$ cat src/rtl/trim_rx.sv
// trim_rx -- serial trim-code receiver.
//
// Purpose: captures a 12-bit trim code sent LSB first on SDIN and clocked
// by the falling edges of SCLK. SCLK is asynchronous to CLK50, so both lines
// are synchronised and the falling edges are detected in the CLK50 domain.
// Each complete frame updates TRIMCODE and pulses VALID. A frame that stalls
// for TIMEOUT_CYCLES is aborted and FRAME_ERR pulses.
//
// Optional feature: define TRIM_RX_PARITY_EN for a 13-bit frame, made of
// 12 data bits followed by an odd-parity bit. A frame that fails the parity
// check pulses FRAME_ERR instead of VALID.
//
// Ports:
//   CLK50     in   system clock; all logic uses its rising edge
//   RST       in   asynchronous reset, active high
//   EN        in   receive enable; while low the receiver stays in IDLE
//   SCLK      in   serial gated clock, idle low
//   SDIN      in   serial data, LSB first
//   TRIMCODE  out  [11:0] last code that was received correctly
//   VALID     out  one-cycle pulse when TRIMCODE updates
//   BUSY      out  high while a frame is partly received
//   FRAME_ERR out  one-cycle pulse on a timed-out or rejected frame
//
// state | meaning
// IDLE  | waiting for the first SCLK falling edge of a frame
// SHIFT | frame partly received, timeout counter running
// LATCH | one cycle after the final bit; VALID/FRAME_ERR visible
module trim_rx #(
  parameter int unsigned TIMEOUT_CYCLES = 75000000
) (
  input  logic        CLK50,
  input  logic        RST,
  input  logic        EN,
  input  logic        SCLK,
  input  logic        SDIN,
  output logic [11:0] TRIMCODE,
  output logic        VALID,
  output logic        BUSY,
  output logic        FRAME_ERR
);

  localparam int unsigned TO_W = $clog2(TIMEOUT_CYCLES + 1);
`ifdef TRIM_RX_PARITY_EN
  localparam int unsigned FRAME_LEN = 13;
`else
  localparam int unsigned FRAME_LEN = 12;
`endif
  // The shift register spans the whole frame. In parity builds the parity
  // bit ends up in bit 12 and the data ends up in bits 11:0.
  localparam int unsigned SR_W = FRAME_LEN;

  typedef enum logic [1:0] {IDLE, SHIFT, LATCH} state_t;

  state_t            state_q, state_d;
  logic              sclk_s1, sclk_s2, sclk_s3;
  logic              sdin_s1, sdin_s2;
  logic [3:0]        bit_cnt_q, bit_cnt_d;
  logic [TO_W-1:0]   to_cnt_q, to_cnt_d;
  logic [SR_W-1:0]   sr_q, sr_d;
  logic [11:0]       trim_q, trim_d;
  logic              valid_q, valid_d;
  logic              err_q, err_d;
  logic              sclk_fall;

  assign sclk_fall = sclk_s3 & ~sclk_s2;

  always_ff @(posedge CLK50 or posedge RST) begin
    if (RST) begin
      sclk_s1   <= 1'b0;
      sclk_s2   <= 1'b0;
      sclk_s3   <= 1'b0;
      sdin_s1   <= 1'b0;
      sdin_s2   <= 1'b0;
      state_q   <= IDLE;
      bit_cnt_q <= '0;
      to_cnt_q  <= '0;
      sr_q      <= '0;
      trim_q    <= '0;
      valid_q   <= 1'b0;
      err_q     <= 1'b0;
    end else begin
      sclk_s1   <= SCLK;
      sclk_s2   <= sclk_s1;
      sclk_s3   <= sclk_s2;
      sdin_s1   <= SDIN;
      sdin_s2   <= sdin_s1;
      state_q   <= state_d;
      bit_cnt_q <= bit_cnt_d;
      to_cnt_q  <= to_cnt_d;
      sr_q      <= sr_d;
      trim_q    <= trim_d;
      valid_q   <= valid_d;
      err_q     <= err_d;
    end
  end

  // TRIMCODE and the VALID/FRAME_ERR pulses are registered when the FSM
  // moves into LATCH. They are therefore visible during the LATCH cycle,
  // which is the cycle after the detection of the final edge.
  always_comb begin
    state_d   = state_q;
    bit_cnt_d = bit_cnt_q;
    to_cnt_d  = to_cnt_q;
    sr_d      = sr_q;
    trim_d    = trim_q;
    valid_d   = 1'b0;
    err_d     = 1'b0;

    if (!EN) begin
      state_d   = IDLE;
      bit_cnt_d = '0;
      to_cnt_d  = '0;
    end else begin
      case (state_q)
        // An edge seen in LATCH is the first bit of the next frame.
        IDLE, LATCH: begin
          to_cnt_d = '0;
          if (sclk_fall) begin
            sr_d      = {sdin_s2, sr_q[SR_W-1:1]};
            bit_cnt_d = 4'd1;
            state_d   = SHIFT;
          end else begin
            bit_cnt_d = '0;
            state_d   = IDLE;
          end
        end
        SHIFT: begin
          if (sclk_fall) begin
            // An edge takes priority over a timeout in the same cycle.
            sr_d     = {sdin_s2, sr_q[SR_W-1:1]};
            to_cnt_d = '0;
            if (bit_cnt_q == 4'(FRAME_LEN - 1)) begin
              bit_cnt_d = '0;
              state_d   = LATCH;
`ifdef TRIM_RX_PARITY_EN
              if (^sr_d) begin
                trim_d  = sr_d[11:0];
                valid_d = 1'b1;
              end else begin
                err_d   = 1'b1;
              end
`else
              trim_d  = sr_d[11:0];
              valid_d = 1'b1;
`endif
            end else begin
              bit_cnt_d = bit_cnt_q + 4'd1;
            end
          end else if (to_cnt_q == TO_W'(TIMEOUT_CYCLES - 1)) begin
            // to_cnt_q is zero in the first cycle after an edge, so this
            // branch fires on the TIMEOUT_CYCLES-th idle cycle.
            state_d   = IDLE;
            bit_cnt_d = '0;
            to_cnt_d  = '0;
            err_d     = 1'b1;
          end else if (to_cnt_q != TO_W'(TIMEOUT_CYCLES)) begin
            to_cnt_d = to_cnt_q + TO_W'(1);
          end
        end
        default: begin
          state_d   = IDLE;
          bit_cnt_d = '0;
          to_cnt_d  = '0;
        end
      endcase
    end
  end

  assign TRIMCODE  = trim_q;
  assign VALID     = valid_q;
  assign FRAME_ERR = err_q;
  assign BUSY      = (state_q == SHIFT);

endmodule

$ cat config.mk
export PLATFORM = sky130hd
export DESIGN_NAME = trim_rx
export DESIGN_NICKNAME = d
export VERILOG_FILES = /design/src/rtl/trim_rx.sv
export SDC_FILE = /design/constraint.sdc
export NUM_CORES = 1
export LEC_CHECK = 0
export CAP_MARGIN = 0
export CORE_MARGIN = 10
export CORE_UTILIZATION = 42
export DETAILED_ROUTE_END_ITERATION = 8
export GPL_ROUTABILITY_DRIVEN = 0
export PLACE_DENSITY = 0.65
export RECOVER_POWER = 25
export SLEW_MARGIN = 20
export SYNTH_ARGS = -nofsm -noshare
export SYNTH_HDL_FRONTEND = slang
export SYNTH_SLANG_ARGS = --single-unit
$ cat constraint.sdc
create_clock -name CLK50 -period 2.48 [get_ports CLK50]
set_input_delay 0.496 -clock CLK50 [delete_from_list [all_inputs] [get_ports CLK50]]
set_output_delay 0.496 -clock CLK50 [all_outputs]
set_load 0.1 [all_outputs]
Yosys cells after proc, flatten, opt, wreduce, memory -nomap -nowiden
Cells that the tools add are included.

word-level totals
  flip-flop bits (word level) = 64
  input bits = 5
  word-level logic and storage cells = 55

cells by class
  $add $sub $neg = 2
  equal/unequal tests = 8
  muxes and demuxes = 25
  bitwise gates (word level) = 2
  reductions and logical operators = 6

operators with widths
  cell                                                                      number
  27-bit two-way mux                                                        5
  27-bit by 1-bit adder with 27-bit output (second input constant)          1
  27-bit == test (second input constant)                                    1
  27-bit inequality test (second input constant)                            1
  4-bit two-way mux                                                         4
  1-bit two-way mux                                                         10
  2-bit two-way mux                                                         4
  4-bit one-hot mux with 2 select lines                                     1
  5-bit by 2-bit inequality test with 1-bit output (second input constant)  1
  4-bit by 1-bit adder with 4-bit output (second input constant)            1
  4-bit == test (second input constant)                                     1
  4-bit by 2-bit inequality test with 1-bit output (second input constant)  1
  4-bit by 3-bit inequality test with 1-bit output (second input constant)  1
  2-bit one-hot mux with 2 select lines                                     1
  4-bit AND reduction                                                       1
  3-bit AND reduction                                                       1
  3-bit OR reduction                                                        1
  2-bit by 1-bit == test with 1-bit output (second input constant)          1
  2-bit == test (second input constant)                                     1
  2-bit zero test                                                           1
  2-bit AND reduction                                                       1
  2-bit OR reduction                                                        1
  1-bit bitwise AND                                                         1
  1-bit NOT                                                                 1

Logic depth before layout (Yosys ltp)
Gate-level depths: netlist (run 1).

  depth in word-level cells = 6
  gate-level depth with buffers = 7
  gate-level depth less buffers = 6

Least setup slack after synthesis (run 1)
No wires, ideal clock.

  kind = register to register
  start = register state_q[1]
  end = register to_cnt_q[0]
  setup time = 86 ps
  arrival = 2631 ps
  path slack = -237 ps
  cell stages (with the launch flop) = 6
  buffers on the path = 1
  period minus slack after synthesis = 2717 ps
  path through = dfrtp_1 > nor2b_1 > nand3_1 > o21bai_2 > buf_4 > nor3_1

on the way
  longest elaborated chain between the ends = 3

RTL lines
  item                                        RTL line  source
  start: declaration                          54        state_t state_q, state_d;
  start signal: assignment                    87        state_q <= state_d;
  2-bit by 1-bit == test with 1-bit output *  --
  via BUSY                                    38        output logic BUSY,
  27-bit two-way mux                          114       case (state_q)
  27-bit two-way mux                          109       if (!EN) begin
  end signal: assignment                      89        to_cnt_q <= to_cnt_d;
  end: declaration                            58        logic [TO_W-1:0] to_cnt_q, to_cnt_d;

The timed path passes the listed nets; every way through them passes the cells marked *.
A chain may end at the register's enable or synchronous reset.

Final worst setup path (run 1)
  start = register to_cnt_q[17]
  end = register bit_cnt_q[3]

on the way
  longest elaborated chain between the ends = 2

RTL lines
  item                                                        RTL line  source
  27-bit == test                                              149       end else if (to_cnt_q == TO_W'(TIMEOUT_CYCLES - 1)) begin
  4-bit by 2-bit inequality test with 1-bit output (no line)  --
  end signal: assignment                                      88        bit_cnt_q <= bit_cnt_d;
  end: declaration                                            57        logic [3:0] bit_cnt_q, bit_cnt_d;

Every way passes these cells.

==> results.toml, run 1 <==
[clock_network]
post_cts_resized = 0
cts.root.buffer_cell = "clkbuf_8"
clk_path_buf_depth = 2
cts-buffers-inserted = 9
cts_setup_buffers = 0
clock_sinks = 63
clk_pin_slew_ps = 70
cts_tree = "yes"
clock_latency_ps = 340
h-tree-depth = 3
cts_hold_repair.buffers = 0

[cells_and_area]
final_cell_count_no_fill = 355
area_growth_pct = 17.9
fin_nets = 281
drive_gt1_share_pct = 24.8
regArea_mm2 = 0.00158
multi_input_comb_area_mm2 = 0.00116
antenna_cells = 0
fillerInstances = 572

[floorplanning]
coreArea_mm2 = 0.00642
die_w_um = 102
start_util_pct = 43.9
io_pins = 20
rows = 29
die_area_mm2 = 0.0104
fp.dieH_um = 102

[placed_design]
portBuffers = 19
placed_cells_incl_taps = 339
dp_hpwl_um = 3640

[logic_synthesis]
synth_area_mm2 = 0.00282
synth-edff-count = 0
avgSynthCellArea_um2 = 11.3
ys_seq_area_share_pct = 55.9
ys_seq_elements = 63
async_flop_share_pct = 100
synth-main-ff-cell = "dfrtp_1"
syn_inst = 249
ys_warn_count = 0
synth_cell_types = 41
syn_nets = 257

[sta]
rsz0062_at_grt = "no"
skew_ps = 6.30
finalMaxSlewViolations = 0
holdWs_ps = 352
fmax_mhz = 466
fin_tns_setup_ps = 0
hold_violations = 0
setup_viol = 0
max_slew_margin_pct = 29.8
tightest_slew_ps = 1050
fin_crit_sh_pct = 86.6
finalCriticalPeriod_ps = 2150

[flow_run]
maxCapViolCount = 0

[power_and_ir_drop]
p_per_area_mw_per_mm2 = 735
irDropWorstVdd_uv = 559
leakage_uw = 0.00145

[drt]
vias = 1970
drtIter0Drc = 115
routed_wl_um = 5380
drc = 0
ant_nets = 0
dr.pass1.iters = 4
avgRoutedWirePerCell_um = 15.1
post_drt_via_cell_ratio = 5.55

[critical_path]
crit_path_start_kind = "flip-flop"
crit_chain = "or4b_4 > or4_4 > o21bai_2 > buf_4 > a31oi_1"
path_delay_family = "simple AND/OR/NAND/NOR gates"
path_class = "reg2reg"
crit_path_end_kind = "flip-flop"
cp.required_ps = 2690
cp.arrival_ps = 2360
cpMaxStageDelayCell = "or4b_4"
crit_fanout = 13
crit_buf_inv = 1
slowest_delay_ps = 550

[global_routing]
grt_pass1_wl_um = 9550
overflow = 0
grt_max_degree = 49
grt_usage_pct = 11.5
grt_pass1_vias = 2049
antenna_found_initial = 0

[worst_hold_path]
hold_class = "reg2reg"

[outcome]
status = "complete, no violations"
-- flip-flops by register name, summed over array words and instances, names as in the netlist --
signal and flops:
to_cnt_q 27, TRIMCODE 12, sr_q 11, bit_cnt_q 4, state_q 2, FRAME_ERR 1, VALID 1, sclk_s1 1
sclk_s2 1, sclk_s3 1, sdin_s1 1, sdin_s2 1
-- metrics by stage --
stage / total power [uW] / area (um2) / util [%] / worst slack, ps
after floorplan: 1240 / 2820 / - / 374
after global placement: 1280 / 3070 / 47.8 / 367
after detailed placement: 1280 / 3070 / 47.8 / 345
after CTS: 2480 / 3340 / 52.0 / 332
after global routing: 2540 / 3320 / 51.7 / 104
final: 2440 / 3320 / 51.7 / 333
-- report_power, final --
| part | switching (uW) | internal (uW) |
|---|---|---|
| combinational | 59.4 | 60.9 |
| sequential | 47.0 | 1090 |
| clock | 409 | 772 |
| total | 516 | 1930 |
-- routing by layer --
metal / track usage [%] / wire (um) / vias up / part of all wire (%)
li1: - / - / 950 / -
met1: 14.3 / 2520 / 974 / 47
met2: 17.7 / 2530 / 35 / 47
met3: 3.98 / 245 / 11 / 4.6
met4: 5.53 / 88 / 0 / 1.6
met5: 0 / 0 / - / 0
-- Yosys cell counts (4+ instances only) --
| cell | count | area (um2) |
|---|---|---|
| nor2_1 | 14 | 52.6 |
| nand3_1 | 12 | 60.1 |
| or3_1 | 10 | 62.6 |
| nand2_1 | 7 | 26.3 |
| nor3_1 | 4 | 20.0 |
| dfrtp_1 | 63 | 1580 |
| nand4_1 | 10 | 62.6 |
| inv_1 | 8 | 30.0 |
| o21ai_0 | 12 | 60.1 |
| nor2b_1 | 4 | 25.0 |
| a21oi_1 | 14 | 70.1 |
| xor2_1 | 8 | 70.1 |
| and3_1 | 5 | 31.3 |
| xnor2_1 | 4 | 35.0 |
| and4_1 | 5 | 43.8 |
| mux2_2 | 23 | 259 |
| clkbuf_1 | 7 | 26.3 |
-- cell usage in the layout (no fill, tap or decap), types with 5 or more instances in the layout --
| cell | instances |
|---|---|
| clkbuf_8 | 9 |
| mux2_2 | 23 |
| xor2_1 | 8 |
| or3_1 | 10 |
| buf_4 | 20 |
| nand2_1 | 7 |
| nor2_1 | 14 |
| nand4_1 | 10 |
| and4_1 | 5 |
| a21oi_1 | 14 |
| inv_1 | 8 |
| o21ai_0 | 12 |
| dfrtp_1 | 63 |
| and3_1 | 5 |
| nand3_1 | 12 |
-- final cells by class --
cell class | count | area share [%]
sequential | 63 | 47.4
multi-input combinational | 166 | 34.8
timing repair buffer | 25 | 5.87
clock inverter | 7 | 4.33
clock buffer | 9 | 3.73
tap | 77 | 2.90
inverter | 8 | 0.904
-- worst paths after layout --
kind	start	endpoint	slack, ps	depth (start not counted)
min	sdin_s1	sdin_s2	350	0
min in group asynchronous	RST	TRIMCODE[1]	650	2
max in group asynchronous	RST	to_cnt_q[10]	380	3
max	to_cnt_q[17]	bit_cnt_q[3]	330	5
min reg2reg	sdin_s1	sdin_s2	350	0
max reg2reg	to_cnt_q[17]	bit_cnt_q[3]	330	5
-- kinds of logic (layout without fill, tap and decap cells) --
group           after synthesis  count (layout)  synth area share, %
compound gates               41              41                 8.39
flops                        63              63                 55.9
simple gates                 87              87                 18.3
fa+ha+maj                     3               3                 1.33
xor+xnor                     12              12                 3.73
mux                          23              23                 9.19
buf+inv                      20              49                 3.11
No activity file was read; power rests on OpenSTA's default activity.
==> run 2, diff against run 1 <==
--- a/config.mk
+++ b/config.mk
@@ -5,6 +5,7 @@
 export SDC_FILE = /design/constraint.sdc
 export NUM_CORES = 1
 export LEC_CHECK = 0
+export ABC_AREA = 1
 export CAP_MARGIN = 0
 export CORE_MARGIN = 10
 export CORE_UTILIZATION = 42
==> run 2 against run 1 <==
  * The run now ends with capacitance limit, slew limit left
  * Critical path depth rose by 3
  * Sequential power fell by 4%
  * Register-to-register slack improved by 180 ps
  * Cell count rose by 56%
  * Clock skew rose by 1.3 ps
  * Sequential share of layout area fell by 4.2 points
  * Highest routed layer unchanged
==> results.toml, run 2 <==
[worst_hold_path]
hold_class = "reg2reg"

[cells_and_area]
layout_commonest_cell = "nand2_1"
regMostFlops = "to_cnt_q"
mostFrequentLayoutCells = "nand2_1, nor2_1, dfrtp_1"
antenna_cells = 0
largest_register_ffs = 27
area_growth_pct = 13.5
fillerInstances = 717
fin_nets = 459
drive_gt1_share_pct = 12.5
final_area_mm2 = 0.00365
final_cell_count_no_fill = 554

[logic_synthesis]
synth_cell_types = 29
synthTopCellsByArea = "dfrtp_1, nand2_1, nor2_1"
synth-main-ff-cell = "dfrtp_1"
avgSynthCellArea_um2 = 7.58
ys_seq_elements = 63
synth_top_cell_area_share_pct = 49.1
syn_nets = 432
synth_area_mm2 = 0.00321
synth_top_family_by_area = "simple AND/OR/NAND/NOR gates"
synth-edff-count = 0
synth-compound-area-share_pct = 5.49
yosysMostFrequentCell = "nand2_1"
synthAdderAreaFrac_pct = 1.17
synth.mux.area_fraction_pct = 0
ys_warn_count = 0
synth_xor_xnor_area_share_pct = 1.09
ys_seq_area_share_pct = 49.1
syn_inst = 424
async_flop_share_pct = 100
synthTopCellsByCount = "nand2_1, nor2_1, dfrtp_1"
synth_top_cell_by_area = "dfrtp_1"
synth-simple-area-share_pct = 35.1

[sta]
finalMaxSlewViolations = 64
hold_violations = 0
finalCriticalPeriod_ps = 1960
timing.final.ws_setup_ps = 516
fin_crit_sh_pct = 79.2
tightest_slew_ps = 1540
setup_viol = 0
skew_ps = 7.58
fmax_mhz = 509
fin_tns_setup_ps = 0
rsz0062_at_grt = "no"
max_slew_margin_pct = -2.87

[power_and_ir_drop]
finalPower_uw = 2030
leakage_uw = 0.00173
p_per_area_mw_per_mm2 = 556
irDropWorstVdd_uv = 320

[floorplanning]
io_pins = 20
coreArea_mm2 = 0.00733
fp.dieH_um = 107
rows = 31
die_w_um = 107
start_util_pct = 43.8
die_area_mm2 = 0.0115

[placed_design]
portBuffers = 19
dp_hpwl_um = 4900
place_area_mm2 = 0.00348
placed_cells_incl_taps = 539
post-place-ws_ps = 433

[clock_network]
post_cts_resized = 0
clock_latency_ps = 330
clk_pin_slew_ps = 70
h-tree-depth = 3
cts_setup_buffers = 0
cts_tree = "yes"
cts.root.buffer_cell = "clkbuf_8"
clock_sinks = 63
cts_hold_repair.buffers = 0
cts-buffers-inserted = 9
clk_path_buf_depth = 2

[drt]
post_drt_via_cell_ratio = 4.76
drtIter0Drc = 115
drc = 0
dr.pass1.iters = 4
avgRoutedWirePerCell_um = 12.1
vias = 2637
ant_nets = 0
routed_wl_um = 6720

[critical_path]
crit_path_start_kind = "flip-flop"
crit_path_end_kind = "flip-flop"
path_class = "reg2reg"
cp.required_ps = 2660
crit_fanout = 12
cp.arrival_ps = 2150

[outcome]
status = "finished with violations"
violations = "capacitance limit, slew limit"

[global_routing]
grt_max_degree = 64
grt_usage_pct = 12.6
overflow = 0
antenna_found_initial = 0
grt_pass1_wl_um = 11800
grt_pass1_vias = 2580

[flow_run]
maxCapViolCount = 1
run 2: worst max-delay path: stages, from the launching register on:
cell	delay [ps]
dfrtp_1	410
ha_1	240
nand3_2	120
nor2_1	170
nand2_1	70
nor2_1	130
nand2_1	120
nand2_1	390
o211ai_1	170
run 2: cells by family after synthesis:
logic type                 Yosys count
and+or+nand+nor                    257
DFF                                 63
xor gates and xnor gates             4
AOI/OAI and AO/OA                   34
adders and majority gates            3
buffers and inverters               63
run 2: path summary, 6_finish.rpt:
path	from	end	slack [ps]	depth (start not counted)
min	sclk_s1	sclk_s2	350	0
max	to_cnt_q[1]	state_q[0]	520	8
max in group asynchronous	RST	to_cnt_q[22]	570	3
min reg2reg	sclk_s1	sclk_s2	350	0
min in group asynchronous	RST	to_cnt_q[11]	1000	3
max reg2reg	to_cnt_q[1]	state_q[0]	520	8
run 2: final cells by class:
type	count	area, um2	area share (%)
timing repair buffer	22	173	4.74
sequential	63	1580	43.2
multi-input combinational	298	1380	37.7
clock inverter	3	17.5	0.480
clock buffer	12	165	4.53
tap	99	124	3.40
inverter	57	214	5.87
run 2: power breakdown:
| group | leakage [uW] | switching [uW] | total, uW | internal (uW) |
|---|---|---|---|---|
| logic | 0.000790 | 82.5 | 113 | 31.0 |
| registers | 0.000843 | 22.4 | 1090 | 1070 |
| clock network | 0.0000942 | 389 | 824 | 436 |
| total | 0.00173 | 494 | 2030 | 1530 |
run 2: metrics by stage:
step	utilization, %	hold slack, ps
finish	49.7	352
floorplan	-	331
CTS	49.9	355
global placement	47.4	335
detailed placement	47.4	340
global route	49.7	357
run 2: metal layers:
| metal | global-route usage (%) | share of wire [%] | vias up |
|---|---|---|---|
| li1 | - | - | 1364 |
| met1 | 16.0 | 48 | 1219 |
| met2 | 19.7 | 45 | 46 |
| met3 | 3.95 | 5.2 | 8 |
| met4 | 4.48 | 0.94 | 0 |
| met5 | 0 | 0 | - |
==> run 3, diff against run 2 <==
--- a/config.mk
+++ b/config.mk
@@ -11,7 +11,7 @@
 export CORE_UTILIZATION = 42
 export DETAILED_ROUTE_END_ITERATION = 8
 export GPL_ROUTABILITY_DRIVEN = 0
-export PLACE_DENSITY = 0.65
+export PLACE_DENSITY = 0.67
 export RECOVER_POWER = 25
 export SLEW_MARGIN = 20
 export SYNTH_ARGS = -nofsm -noshare
==> constraint.sdc (replaced) <==
create_clock -name CLK50 -period 1.6 [get_ports CLK50]
set_input_delay 0.32 -clock CLK50 [delete_from_list [all_inputs] [get_ports CLK50]]
set_output_delay 0.32 -clock CLK50 [all_outputs]
set_load 0.1 [all_outputs]
==> run 3 against run 2 <==
  * The flow finishes with violations (setup timing)
  * Power grew 71%
  * Cell count grew 5.6%
  * Highest routed layer unchanged
  * Core utilization grew 9.6 points
  * Fmax grew 22%
  * Global-route usage grew 1.2 points
  * Via count grew 9.9%
  * Setup slack lost 530 ps
  * Hold slack gained 4.9 ps
  * Clock skew grew 11 ps
  * Design area grew 19%
==> results.toml, run 3 (synthesis gave the netlist of run 2 again) <==
[cells_and_area]
fin_nets = 489
fillerInstances = 625
layout_commonest_cell = "nand2_1"
regArea_mm2 = 0.00158
largest_register_ffs = 27
mostFrequentLayoutCells = "nand2_1, nor2_1, dfrtp_1"
drive_gt1_share_pct = 23.5
final_util_pct = 59.3
area_growth_pct = 35.4
antenna_cells = 0
regMostFlops = "to_cnt_q"
multi_input_comb_area_mm2 = 0.00153

[placed_design]
portBuffers = 19
dp_hpwl_um = 5340
post-place-ws_ps = -155

[flow_run]
maxCapViolCount = 0

[critical_path]
cp.arrival_ps = 1830
crit_fanout = 5
crit_path_end_kind = "flip-flop"
cp.required_ps = 1820
crit_path_start_kind = "flip-flop"
r2r_cells = 10
path_class = "reg2reg"
regToRegEndpoint = "to_cnt_q[15]"
rrSetupSlack_ps = -10
r2r_start = "to_cnt_q[1]"

[clock_network]
clk_path_buf_depth = 2
h-tree-depth = 3
cts-buffers-inserted = 9
clk_pin_slew_ps = 80
cts_tree = "yes"
clock_sinks = 63
cts.root.buffer_cell = "clkbuf_8"
clock_latency_ps = 340
cts_hold_repair.buffers = 0

[sta]
rsz0062_at_grt = "yes"
fin_crit_sh_pct = 101
timing.final.ws_setup_ps = -13.8
finalMaxSlewViolations = 0
hold_violations = 0
fmax_mhz = 620
setup_viol = 4
skew_ps = 18.5
tightest_slew_ps = 864
finalCriticalPeriod_ps = 1610
max_slew_margin_pct = 42.4

[worst_hold_path]
holdPathEnd = "sclk_s2"
hold_class = "reg2reg"
hold_start = "sclk_s1"
whs_path_depth = 0

[global_routing]
grt_pass1_vias = 2751
overflow = 0
antenna_found_initial = 0
grt_usage_pct = 13.8
grt_max_degree = 64
grt_pass1_wl_um = 12900

[floorplanning]
die_area_mm2 = 0.0115
io_pins = 20
start_util_pct = 43.8
fp.dieH_um = 107
coreArea_mm2 = 0.00733
die_w_um = 107
rows = 31

[outcome]
violations = "setup timing"
status = "finished with violations"

[drt]
post_drt_via_cell_ratio = 4.96
routed_wl_um = 7680
drc = 0
ant_nets = 0
dr.pass1.iters = 5
drtIter0Drc = 167
avgRoutedWirePerCell_um = 13.1
vias = 2899

[power_and_ir_drop]
p_per_area_mw_per_mm2 = 798
irDropWorstVdd_uv = 601
leakage_uw = 0.00201
[run 3: changes by cell type in the layout (fill, tap and decap cells not counted), sizes merged]
cell,previous run,this run
buf,17,46
bufinv,0,2
clkdlybuf4s50,2,1
clkinv,3,2
clkinvlp,1,2
dlygate4sd3,2,3
[run 3: critical path, cell delays in order, from the launching register on]
cell and delay, ps:
dfrtp_1 390, ha_4 180, buf_6 100, nand3_4 90, nor2_4 130, nand2_2 70
nor2_4 140, nand2_4 70, nand2_4 100, clkbuf_16 170, nor3_2 40
[run 3: repair_timing]
action                                  CTS  global route
pin swaps                                 0            10
endpoints found under the setup margin   17            37
buffers inserted                          0             3
gates resized for setup                   9            34
gates cloned                              0             1
[run 3: power breakdown]
group | total, uW | leakage (uW) | switching [uW] | internal, uW
registers | 1690 | 0.000841 | 34.0 | 1650
clock network | 1560 | 0.000110 | 635 | 921
logic | 230 | 0.00106 | 147 | 82.6
total | 3470 | 0.00201 | 816 | 2660
[run 3: worst max path at each step]
stage           startpoint           end  slack, ps
2_1_floorplan   state_q[0]   TRIMCODE[0]       -220
3_3_place_gp            EN  to_cnt_q[19]       -100
3_5_place_dp            EN  to_cnt_q[11]       -150
4_1_cts        to_cnt_q[0]  to_cnt_q[18]         20
5_1_grt        to_cnt_q[1]   to_cnt_q[7]       -100
6_report       to_cnt_q[1]  to_cnt_q[15]        -10
[run 3: through the flow]
stage	cell area [um2]	TNS (ps)	cells	hold WS, ps	power (uW)
6_report	4350	-27.1	585	357	3470
5_1_grt	4350	-2140	585	370	3620
4_1_cts	4170	0	581	358	3500
3_5_place_dp	3920	-3980	565	340	1940
3_3_place_gp	3920	-2590	565	333	1930
2_1_floorplan	3220	-5950	424	331	1850
[run 3: cell type report]
type / count / area share [%]
Multi-Input combinational cell: 298 / 35.2
Tap cell: 99 / 2.85
Clock inverter: 5 / 1.87
Inverter: 57 / 5.01
Sequential cell: 63 / 36.3
Timing Repair Buffer: 52 / 15.5
Clock buffer: 11 / 3.25
[run 3: routing by layer]
| metal | part of all wire [%] | vias to the layer above | wire length [um] | track usage [%] |
|---|---|---|---|---|
| met1 | 44 | 1375 | 3410 | 17.4 |
| met5 | 0 | - | 0 | 0 |
| met2 | 47 | 78 | 3640 | 21.4 |
| li1 | - | 1424 | - | - |
| met3 | 5.2 | 22 | 398 | 4.25 |
| met4 | 3.0 | 0 | 232 | 5.82 |
